==> config.mk <==
export PLATFORM = sky130hd
export DESIGN_NAME = touch_spi_responder
export DESIGN_NICKNAME = d
export VERILOG_FILES = /design/src/rtl/touch_spi_responder_pkg.sv /design/src/rtl/touch_spi_responder_edge_sync.sv /design/src/rtl/touch_spi_responder.sv
export SDC_FILE = /design/constraint.sdc
export NUM_CORES = 1
export LEC_CHECK = 0
export BUFFER_PORTS_ARGS = -buffer_cell sky130_fd_sc_hd__buf_4
export CORE_ASPECT_RATIO = 1.1
export CORE_MARGIN = 2
export CORE_UTILIZATION = 35
export CTS_CLUSTER_DIAMETER = 50
export DETAILED_ROUTE_END_ITERATION = 10
export GPL_TIMING_DRIVEN = 0
export PLACE_DENSITY = 0.71
export SYNTH_ARGS = -nofsm -noshare
export SYNTH_HDL_FRONTEND = slang
export SYNTH_SLANG_ARGS = --single-unit
==> constraint.sdc <==
create_clock -name PCLK -period 1.85 [get_ports PCLK]
set_input_delay 0.0925 -clock PCLK [delete_from_list [all_inputs] [get_ports PCLK]]
set_output_delay 0.0925 -clock PCLK [all_outputs]
set_load 0.005 [all_outputs]
==> src/rtl/touch_spi_responder_pkg.sv <==
// Shared definitions for touch_spi_responder: APB register offsets, FSM states
// and the channel codes carried in command bits [6:4].
package touch_spi_responder_pkg;

  localparam logic [4:0] OFS_CTRL     = 5'h00;
  localparam logic [4:0] OFS_XDATA    = 5'h04;
  localparam logic [4:0] OFS_YDATA    = 5'h08;
  localparam logic [4:0] OFS_STATUS   = 5'h0C;
  localparam logic [4:0] OFS_LAST_CMD = 5'h10;

  localparam logic [2:0] CH_X = 3'b101;
  localparam logic [2:0] CH_Y = 3'b001;

  localparam int unsigned WORD_W = 16;

  typedef enum logic [1:0] {
    ST_IDLE   = 2'd0,
    ST_CMD    = 2'd1,
    ST_DATA   = 2'd2,
    ST_IGNORE = 2'd3
  } state_e;

endpackage

==> src/rtl/touch_spi_responder_edge_sync.sv <==
// spi_edge_sync: STAGES-deep synchronizer (STAGES >= 2) for one SPI input,
// plus rise/fall pulses of the synchronized level. All flops clear to 0.
module spi_edge_sync #(
  parameter int unsigned STAGES = 2
) (
  input  logic clk,
  input  logic rst_n,
  input  logic din,
  output logic level,
  output logic rise,
  output logic fall
);

  logic [STAGES-1:0] sync_q, sync_d;
  logic              prev_q, prev_d;

  always_comb begin
    sync_d = {sync_q[STAGES-2:0], din};
    prev_d = sync_q[STAGES-1];
  end

  always_ff @(posedge clk or negedge rst_n) begin
    if (!rst_n) begin
      sync_q <= '0;
      prev_q <= 1'b0;
    end else begin
      sync_q <= sync_d;
      prev_q <= prev_d;
    end
  end

  assign level = sync_q[STAGES-1];
  assign rise  = sync_q[STAGES-1] & ~prev_q;
  assign fall  = ~sync_q[STAGES-1] & prev_q;

endmodule

==> src/rtl/touch_spi_responder.sv <==
// touch_spi_responder: APB-programmed responder for an ADS7843-style SPI touch link.
// Define TOUCH_SPI_RESP_CMDLOG_EN to add the LAST_CMD / abort-count register at 0x10.
module touch_spi_responder
  import touch_spi_responder_pkg::*;
#(
  parameter int unsigned SYNC_STAGES = 2,
  parameter int unsigned RESULT_W    = 12
) (
  input  logic        PCLK,
  input  logic        PRESERN,
  input  logic        PSEL,
  input  logic        PENABLE,
  input  logic        PWRITE,
  input  logic [31:0] PADDR,
  input  logic [31:0] PWDATA,
  output logic [31:0] PRDATA,
  output logic        PREADY,
  output logic        PSLVERR,
  input  logic        SPI_SCLK,
  input  logic        SPI_SS,
  input  logic        SPI_MOSI,
  output logic        SPI_MISO,
  output logic        PENIRQ_N
);

  logic sclk_rise_s, sclk_fall_s, sclk_lvl_unused_s;
  logic ss_lvl_s, ss_rise_s, ss_fall_unused_s;
  logic mosi_s, mosi_rise_unused_s, mosi_fall_unused_s;
  logic ss_fall_s;

  spi_edge_sync #(.STAGES(SYNC_STAGES)) u_sync_sclk (
    .clk(PCLK), .rst_n(PRESERN), .din(SPI_SCLK),
    .level(sclk_lvl_unused_s), .rise(sclk_rise_s), .fall(sclk_fall_s));
  spi_edge_sync #(.STAGES(SYNC_STAGES)) u_sync_ss (
    .clk(PCLK), .rst_n(PRESERN), .din(SPI_SS),
    .level(ss_lvl_s), .rise(ss_rise_s), .fall(ss_fall_unused_s));
  spi_edge_sync #(.STAGES(SYNC_STAGES)) u_sync_mosi (
    .clk(PCLK), .rst_n(PRESERN), .din(SPI_MOSI),
    .level(mosi_s), .rise(mosi_rise_unused_s), .fall(mosi_fall_unused_s));
  assign ss_fall_s = ss_fall_unused_s;

  state_e              state_q, state_d;
  logic [3:0]          bit_cnt_q, bit_cnt_d;
  logic [7:0]          cmd_q, cmd_d, next_cmd_s;
  logic [RESULT_W-1:0] shadow_q, shadow_d, chan_val_s;
  logic [WORD_W-1:0]   word_s;
  logic                miso_q, miso_d;
  logic                enable_q, enable_d, pen_down_q, pen_down_d, irq_q, irq_d;
  logic [RESULT_W-1:0] xdata_q, xdata_d, ydata_q, ydata_d;
  logic                frame_done_q, frame_done_d;
  logic [7:0]          frame_cnt_q, frame_cnt_d;
  logic                frame_set_s, abort_s, cmd_done_s;
  logic                wr_s, sel_ctrl_s, sel_x_s, sel_y_s, sel_stat_s, sel_log_s, mapped_s;
  logic                apb_unused_s;

  assign apb_unused_s = ^{PADDR[31:5], PADDR[1:0], PWDATA};
  assign next_cmd_s   = {cmd_q[6:0], mosi_s};
  assign word_s       = WORD_W'(shadow_q) << (WORD_W - RESULT_W);

  always_comb begin
    case (next_cmd_s[6:4])
      CH_X:    chan_val_s = xdata_q;
      CH_Y:    chan_val_s = ydata_q;
      default: chan_val_s = '0;
    endcase
  end

  // Frame sequencing; an SS rise outside IDLE always wins over SCLK activity.
  always_comb begin
    state_d     = state_q;
    bit_cnt_d   = bit_cnt_q;
    cmd_d       = cmd_q;
    shadow_d    = shadow_q;
    frame_set_s = 1'b0;
    abort_s     = 1'b0;
    cmd_done_s  = 1'b0;
    case (state_q)
      ST_IDLE: begin
        if (ss_fall_s && enable_q) begin
          state_d   = ST_CMD;
          bit_cnt_d = 4'd0;
        end else begin
          state_d = ST_IDLE;
        end
      end
      ST_CMD: begin
        if (ss_rise_s) begin
          state_d = ST_IDLE;
          abort_s = 1'b1;
        end else if (sclk_rise_s) begin
          cmd_d     = next_cmd_s;
          bit_cnt_d = bit_cnt_q + 4'd1;
          if (bit_cnt_q == 4'd7) begin
            cmd_done_s = 1'b1;
            bit_cnt_d  = 4'd0;
            if (next_cmd_s[7]) begin
              state_d  = ST_DATA;
              shadow_d = chan_val_s;
            end else begin
              state_d = ST_IGNORE;
            end
          end else begin
            state_d = ST_CMD;
          end
        end else begin
          state_d = ST_CMD;
        end
      end
      ST_DATA: begin
        if (ss_rise_s) begin
          state_d = ST_IDLE;
          abort_s = 1'b1;
        end else if (sclk_fall_s) begin
          bit_cnt_d = bit_cnt_q + 4'd1;
          if (bit_cnt_q == 4'd15) begin
            state_d     = ST_IDLE;
            frame_set_s = 1'b1;
          end else begin
            state_d = ST_DATA;
          end
        end else begin
          state_d = ST_DATA;
        end
      end
      ST_IGNORE: begin
        if (ss_rise_s) begin
          state_d = ST_IDLE;
        end else begin
          state_d = ST_IGNORE;
        end
      end
      default: state_d = ST_IDLE;
    endcase
  end

  always_comb begin
    if (state_q == ST_DATA && !ss_lvl_s) begin
      if (sclk_fall_s) begin
        miso_d = word_s[4'd15 - bit_cnt_q];
      end else begin
        miso_d = miso_q;
      end
    end else begin
      miso_d = 1'b0;
    end
  end

  assign wr_s = PSEL & PENABLE & PWRITE;

  always_comb begin
    sel_ctrl_s = 1'b0;
    sel_x_s    = 1'b0;
    sel_y_s    = 1'b0;
    sel_stat_s = 1'b0;
    sel_log_s  = 1'b0;
    case (PADDR[4:2])
      OFS_CTRL[4:2]:     sel_ctrl_s = 1'b1;
      OFS_XDATA[4:2]:    sel_x_s    = 1'b1;
      OFS_YDATA[4:2]:    sel_y_s    = 1'b1;
      OFS_STATUS[4:2]:   sel_stat_s = 1'b1;
`ifdef TOUCH_SPI_RESP_CMDLOG_EN
      OFS_LAST_CMD[4:2]: sel_log_s  = 1'b1;
`endif
      default:           sel_log_s  = 1'b0;
    endcase
    mapped_s = sel_ctrl_s | sel_x_s | sel_y_s | sel_stat_s | sel_log_s;
  end

  assign PREADY  = 1'b1;
  assign PSLVERR = PSEL & PENABLE & ~mapped_s;

  // Register file updates; a frame completion beats a same-cycle W1C.
  always_comb begin
    enable_d   = enable_q;
    pen_down_d = pen_down_q;
    xdata_d    = xdata_q;
    ydata_d    = ydata_q;
    if (wr_s && sel_ctrl_s) begin
      enable_d   = PWDATA[0];
      pen_down_d = PWDATA[1];
    end else if (wr_s && sel_x_s) begin
      xdata_d = PWDATA[RESULT_W-1:0];
    end else if (wr_s && sel_y_s) begin
      ydata_d = PWDATA[RESULT_W-1:0];
    end else begin
      enable_d = enable_q;
    end
    if (frame_set_s) begin
      frame_done_d = 1'b1;
    end else if (wr_s && sel_stat_s && PWDATA[1]) begin
      frame_done_d = 1'b0;
    end else begin
      frame_done_d = frame_done_q;
    end
    frame_cnt_d = frame_cnt_q + {7'd0, frame_set_s};
    irq_d       = pen_down_q & enable_q;
  end

  always_ff @(posedge PCLK or negedge PRESERN) begin
    if (!PRESERN) begin
      state_q      <= ST_IDLE;
      bit_cnt_q    <= 4'd0;
      cmd_q        <= 8'd0;
      shadow_q     <= '0;
      miso_q       <= 1'b0;
      enable_q     <= 1'b0;
      pen_down_q   <= 1'b0;
      irq_q        <= 1'b0;
      xdata_q      <= '0;
      ydata_q      <= '0;
      frame_done_q <= 1'b0;
      frame_cnt_q  <= 8'd0;
    end else begin
      state_q      <= state_d;
      bit_cnt_q    <= bit_cnt_d;
      cmd_q        <= cmd_d;
      shadow_q     <= shadow_d;
      miso_q       <= miso_d;
      enable_q     <= enable_d;
      pen_down_q   <= pen_down_d;
      irq_q        <= irq_d;
      xdata_q      <= xdata_d;
      ydata_q      <= ydata_d;
      frame_done_q <= frame_done_d;
      frame_cnt_q  <= frame_cnt_d;
    end
  end

`ifdef TOUCH_SPI_RESP_CMDLOG_EN
  logic [7:0] last_cmd_q, last_cmd_d, abort_cnt_q, abort_cnt_d;

  always_comb begin
    if (cmd_done_s) begin
      last_cmd_d = next_cmd_s;
    end else begin
      last_cmd_d = last_cmd_q;
    end
    if (abort_s && abort_cnt_q != 8'hFF) begin
      abort_cnt_d = abort_cnt_q + 8'd1;
    end else begin
      abort_cnt_d = abort_cnt_q;
    end
  end

  always_ff @(posedge PCLK or negedge PRESERN) begin
    if (!PRESERN) begin
      last_cmd_q  <= 8'd0;
      abort_cnt_q <= 8'd0;
    end else begin
      last_cmd_q  <= last_cmd_d;
      abort_cnt_q <= abort_cnt_d;
    end
  end
`else
  logic log_unused_s;
  assign log_unused_s = cmd_done_s ^ abort_s;
`endif

  always_comb begin
    if (!PSEL) begin
      PRDATA = 32'd0;
    end else if (sel_ctrl_s) begin
      PRDATA = {30'd0, pen_down_q, enable_q};
    end else if (sel_x_s) begin
      PRDATA = 32'(xdata_q);
    end else if (sel_y_s) begin
      PRDATA = 32'(ydata_q);
    end else if (sel_stat_s) begin
      PRDATA = {16'd0, frame_cnt_q, 6'd0, frame_done_q, (state_q != ST_IDLE)};
`ifdef TOUCH_SPI_RESP_CMDLOG_EN
    end else if (sel_log_s) begin
      PRDATA = {16'd0, abort_cnt_q, last_cmd_q};
`endif
    end else begin
      PRDATA = 32'd0;
    end
  end

  assign SPI_MISO = miso_q;
  assign PENIRQ_N = ~irq_q;

endmodule
# Yosys cells after proc, flatten, opt, wreduce, memory -nomap -nowiden
# Index checks and enable logic that the tools add are counted.
# op_classes
bitwise_logic	20
order_cmp	1
n_mux	37
addsub	3
n_eq_ne	16
n_reduce_logical	18
# ops
operator	n
$mux 16	5
$mux 4	6
$pmux 12 s2	1
$mux 1	15
$mux 2	7
$ne 2x2->1 const B	6
$pmux 4 s3	1
$not 1->1	9
$add 8x1->8	1
$and 1x1->1	8
$pmux 2 s4	1
$logic_and 1x1->1	7
$eq 3x1->1 const B	2
$eq 3x2->1 const B	2
$reduce_and 3->1	2
$reduce_and 6->1	1
$lt 4x5->1 const B	1
$reduce_and 5->1	1
$add 4x1->4 const B	1
$bmux 1 s4	1
$eq 2x2->1 const B	2
$eq 4x3->1 const B	1
$eq 4x4->1 const B	1
$reduce_bool 2->1	2
other kinds (9)	11
# word_totals
reg_bits	70
word_cells	112

# Longest topological paths before layout
# depth
ltp_word	7
ltp_mapped	9

# Modules after synthesis
# From an unflattened synthesis, not the netlist that was laid out.
# hier_totals
hier_cells	306
hier_area_um2	3560.9
# modules_own_cells
module	instances	seq_area_each_um2	cells_per_inst	area_per_inst_um2
touch_spi_responder	1	1551.5	291	3290.7
spi_edge_sync	3	75.1	5	90.1

# Worst setup path after synthesis
# OpenSTA, ideal clock, no wires.
# synth_timing
kind	reg-to-reg
start	register bit_cnt_q[1]
end	register shadow_q[10]
stages_incl_launch_ff	8
path_buffers	2
arrival_time_ns	1.628
synth_period_minus_slack_ns	1.748
setup_slack_ns	0.102
required_time_ns	1.730
setup_ns	0.120
path_cell_list	dfrtp_1 -> ha_1 -> nand3b_1 -> or4b_1 -> buf_2 -> clkbuf_8 -> nand2_1 -> o21ai_2
# synth_between
elab_chain_cells	2
# synth_lines
element	line	text
from (decl)	touch_spi_responder.sv:43	logic [3:0] bit_cnt_q, bit_cnt_d;
from (signal assigned)	touch_spi_responder.sv:215	bit_cnt_q <= bit_cnt_d;
$eq 4x3->1	touch_spi_responder.sv:93	if (bit_cnt_q == 4'd7) begin
$reduce_and 5->1 (no line)	-	
to (signal assigned)	touch_spi_responder.sv:217	shadow_q <= shadow_d;
to (decl)	touch_spi_responder.sv:45	logic [RESULT_W-1:0] shadow_q, shadow_d, chan_val_s;
# Every way passes these cells.
# A chain may end at the register's enable or synchronous reset.

# Worst setup path in the final report
# layout_timing
start	register state_q[0]
end	output port PRDATA[0]
# layout_between
elab_chain_cells	6
# layout_lines
element	line	text
from (decl)	touch_spi_responder.sv:42	state_e state_q, state_d;
from (signal assigned)	touch_spi_responder.sv:214	state_q <= state_d;
$reduce_bool 2->1	touch_spi_responder.sv:269	PRDATA = {16'd0, frame_cnt_q, 6'd0, frame_done_q, (state_q != ST_IDLE)};
$mux 16	touch_spi_responder.sv:268	end else if (sel_stat_s) begin
$mux 16	touch_spi_responder.sv:266	end else if (sel_y_s) begin
$mux 16	touch_spi_responder.sv:264	end else if (sel_x_s) begin
$mux 16	touch_spi_responder.sv:262	end else if (sel_ctrl_s) begin
$mux 16	touch_spi_responder.sv:260	if (!PSEL) begin
to (decl)	touch_spi_responder.sv:16	output logic [31:0] PRDATA,
# Every way passes these cells.

==> impl_metrics.yaml <==
yosys:
  netlist_area_mm2: 0.003498
  synth_async_sr_flop_share: 1.000
  synthCells: 302
  synth_edf_count: 0
  synth_seq_area_share: 0.5007
  yosys_warnings: 0
  synth_flop_cell: "dfrtp_1"
  synth_seq_cells: 70
  ys_types: 45
  syn_avg_cell_area_um2: 11.58
floorplan:
  rows: 38
  start_util: 0.3572
  ioPinCount: 108
  dieArea_mm2: 0.01081
  die_h_um: 108.9
  chipWidth_um: 99.33
  core_mm2: 0.009794
worst_setup_path:
  crit_fanout: 3
  r2r_end: "shadow_q[8]"
  slowest_delay_ps: 460
  crit_slowest_cell: "mux4_2"
  crit_chain: "inv_2 > ha_4 > inv_2 > mux4_2 > nor2b_4 > buf_6"
  cpMostUsedCell: "inv_2"
  crit_required_ps: 1760
  r2r_cells: 7
  critPathCapture: "PRDATA[0]"
  setup.worst_path.start: "state_q[0]"
  cp.arrival_ps: 1780
  reg2reg_from: "bit_cnt_q[0]"
  critPathLaunchType: "flip-flop"
  critPathKind: "reg2out"
  r2r_setup_slack_ps: 30
  critPathCaptureType: "primary output"
run_status:
  violations: "setup timing"
  status: "finished, violations left"
finish:
  fin_nets: 476
  syn_to_final_growth_pct: 31.69
  drive_gt1_frac: 0.3965
  fillerInstances: 914
  fin_area_mm2: 0.004607
  diodes: 0
pwr:
  power_switching_w: 0.0008828
  sw_frac_of_total: 0.2385
  power_w: 0.003701
  power.share.clock: 0.408
  seqPwrFrac: 0.477
  leakagePower_nw: 2.090
  p_per_area_mw_per_mm2: 803.4
  internal-power_w: 0.002818
  peakVddDrop_mv: 0.4680
  combPwrFrac: 0.115
timing:
  setup_ws_ps: -25.40
  fin_crit_sh: 1.014
  layout_min_cycle_time_ps: 1875
  final_max_slew_viol_count: 0
  clock_skew_ps: 9.236
  timing.slew.headroom: 0.4152
  tns_ps: -25.40
  fmax_mhz: 533.2
  finalSetupViolCount: 1
  hold_slack_ps: 168.5
  hold_violations: 0
  max_slew.worst_pin.slew_ps: 877.2
  rsz0062_at_grt: "yes"
cts:
  cts_tree: "yes"
  cts_buffers: 9
  root_buffer: "clkbuf_8"
  cts_buffer_depth: 2
  cts.sinks: 70
  worst_setup_hold_path_clk_slew_ps: 80
  clock_latency_ps: 360
  htreeDepth: 3
global_routing:
  antenna_found_initial: 0
  grt_usage: 0.1464
  grt_pass1_wl_um: 12480
  grt_overflow: 0
  grt_start_max_net_pins: 71
  grt_pass1_vias: 2599
place:
  place_area_mm2: 0.004013
  dp_hpwl_um: 5142
  io_buffers: 41
  dp_slack_ps: -174.4
  gp_congestion: 0.8398
job:
  cap_viol_max_count: 0
route:
  routedWlPerCell_um: 14.36
  drc_errors: 0
  dr.pass1.iters: 4
  avgViaCountPerCell: 4.917
  routed_wl_um: 7482
  vias: 2562
  postRouteAntennaNets: 0
  drtIter0Drc: 92
hold_path:
  hold_start: "PADDR[3]"
  hold_path_class: "in2reg"
layout by cell type (no fill, tap or decap), drive strengths merged, types with 4 or more instances in the layout:
cell,instances
nand2,16
nor2b,6
buf,74
nand3b,4
conb,17
nand3,5
nor2,18
a22oi,22
and2,5
a211oi,4
xnor2,4
o21ai,18
clkbuf,17
mux2i,4
mux2,37
dlygate4sd3,16
nand2b,4
inv,11
ha,8
dfrtp,70
how the worst min path moves through the flow:
stage                             to  depth (start not counted)
2_1_floorplan               SPI_MISO                          0
3_3_place_gp     u_sync_ss.sync_q[0]                          1
3_5_place_dp   u_sync_sclk.sync_q[0]                          1
4_1_cts                   pen_down_q                          3
5_1_grt                   pen_down_q                          3
6_report                  pen_down_q                          3
stage by stage:
stage,utilization,cells
finish,0.4704,521
global route,0.4704,521
CTS,0.4605,514
detailed placement,0.4097,478
global placement,0.4097,478
floorplan,-,317
worst max-delay path, delay by kind of cell (launching register included):
family	cells	cell delay, ps
buffers and inverters	3	260
flip-flops	1	420
adder cells (fa/ha/maj)	1	150
multiplexers	1	460
AND/OR/NAND/NOR	1	140
logic make-up after synthesis:
family | after synthesis | share of synthesized area
and+or+nand+nor | 74 | 0.1134
DFF | 70 | 0.5007
AOI/OAI and AO/OA | 58 | 0.1223
muxes | 44 | 0.1499
buffers and inverters | 40 | 0.06795
adders and majority gates | 8 | 0.02861
xor gates and xnor gates | 6 | 0.01502
other | 2 | 0.002147
flip-flops by register name, indices dropped and copies added (netlist names):
register and cells:
SPI_MISO 1, u_sync_ss.prev_q 1, state_q 2, cmd_q 7
ydata_q 12, u_sync_ss.sync_q 2, bit_cnt_q 4, frame_cnt_q 8
frame_done_q 1, xdata_q 12, irq_q 1, enable_q 1
u_sync_sclk.prev_q 1, pen_down_q 1, u_sync_sclk.sync_q 2, u_sync_mosi.sync_q 2
shadow_q 12
power by group through the flow:
stage | Clock, W | Combinational [W] | Sequential (W)
2_1_floorplan | 0 | 0.000243 | 0.00176
3_3_place_gp | 0 | 0.000362 | 0.00178
3_5_place_dp | 0 | 0.000377 | 0.00179
4_1_cts | 0.00154 | 0.000416 | 0.00177
5_1_grt | 0.00161 | 0.000471 | 0.00179
6_report | 0.00151 | 0.000424 | 0.00177
final cells by class:
cell class              instances  area, um2  share of cell area
repair buffers                 68      554.3              0.1203
inverters                      10      37.54            0.008148
plain buffers                  30      202.7             0.04400
clock inverters                 7      121.4             0.02634
well taps                     120      150.1             0.03259
multi-input cells             207       1662              0.3607
flip-flops and latches         70       1755              0.3810
clock buffers                   9      123.9             0.02689
repair_timing:
item,4_1_cts,5_1_grt
resized for setup,16,11
hold buffers,16,0
hold endpoints to repair,97,0
pin swaps,3,5
buffers inserted,4,7
endpoints found under the setup margin,18,21
synth_stat cells (all sizes together) (5+ instances only):
cell type	n	area share
clkbuf	7	0.010
buf	23	0.047
inv	10	0.011
ha	8	0.029
nor2b	6	0.011
mux2	37	0.12
a22oi	22	0.047
nand3	5	0.0072
dfrtp	70	0.50
nand2	16	0.017
o21ai	18	0.034
nor2	18	0.019
and2	5	0.0089
layer usage:
layer / global-route usage / up-vias / wire (um)
met1: 0.1828 / 1263 / 3220
li1: - / 1237 / -
met4: 0.06849 / 0 / 131
met2: 0.2432 / 53 / 3837
met3: 0.03141 / 9 / 293
met5: 0 / - / 0
Power figures use the tool's default switching activity.
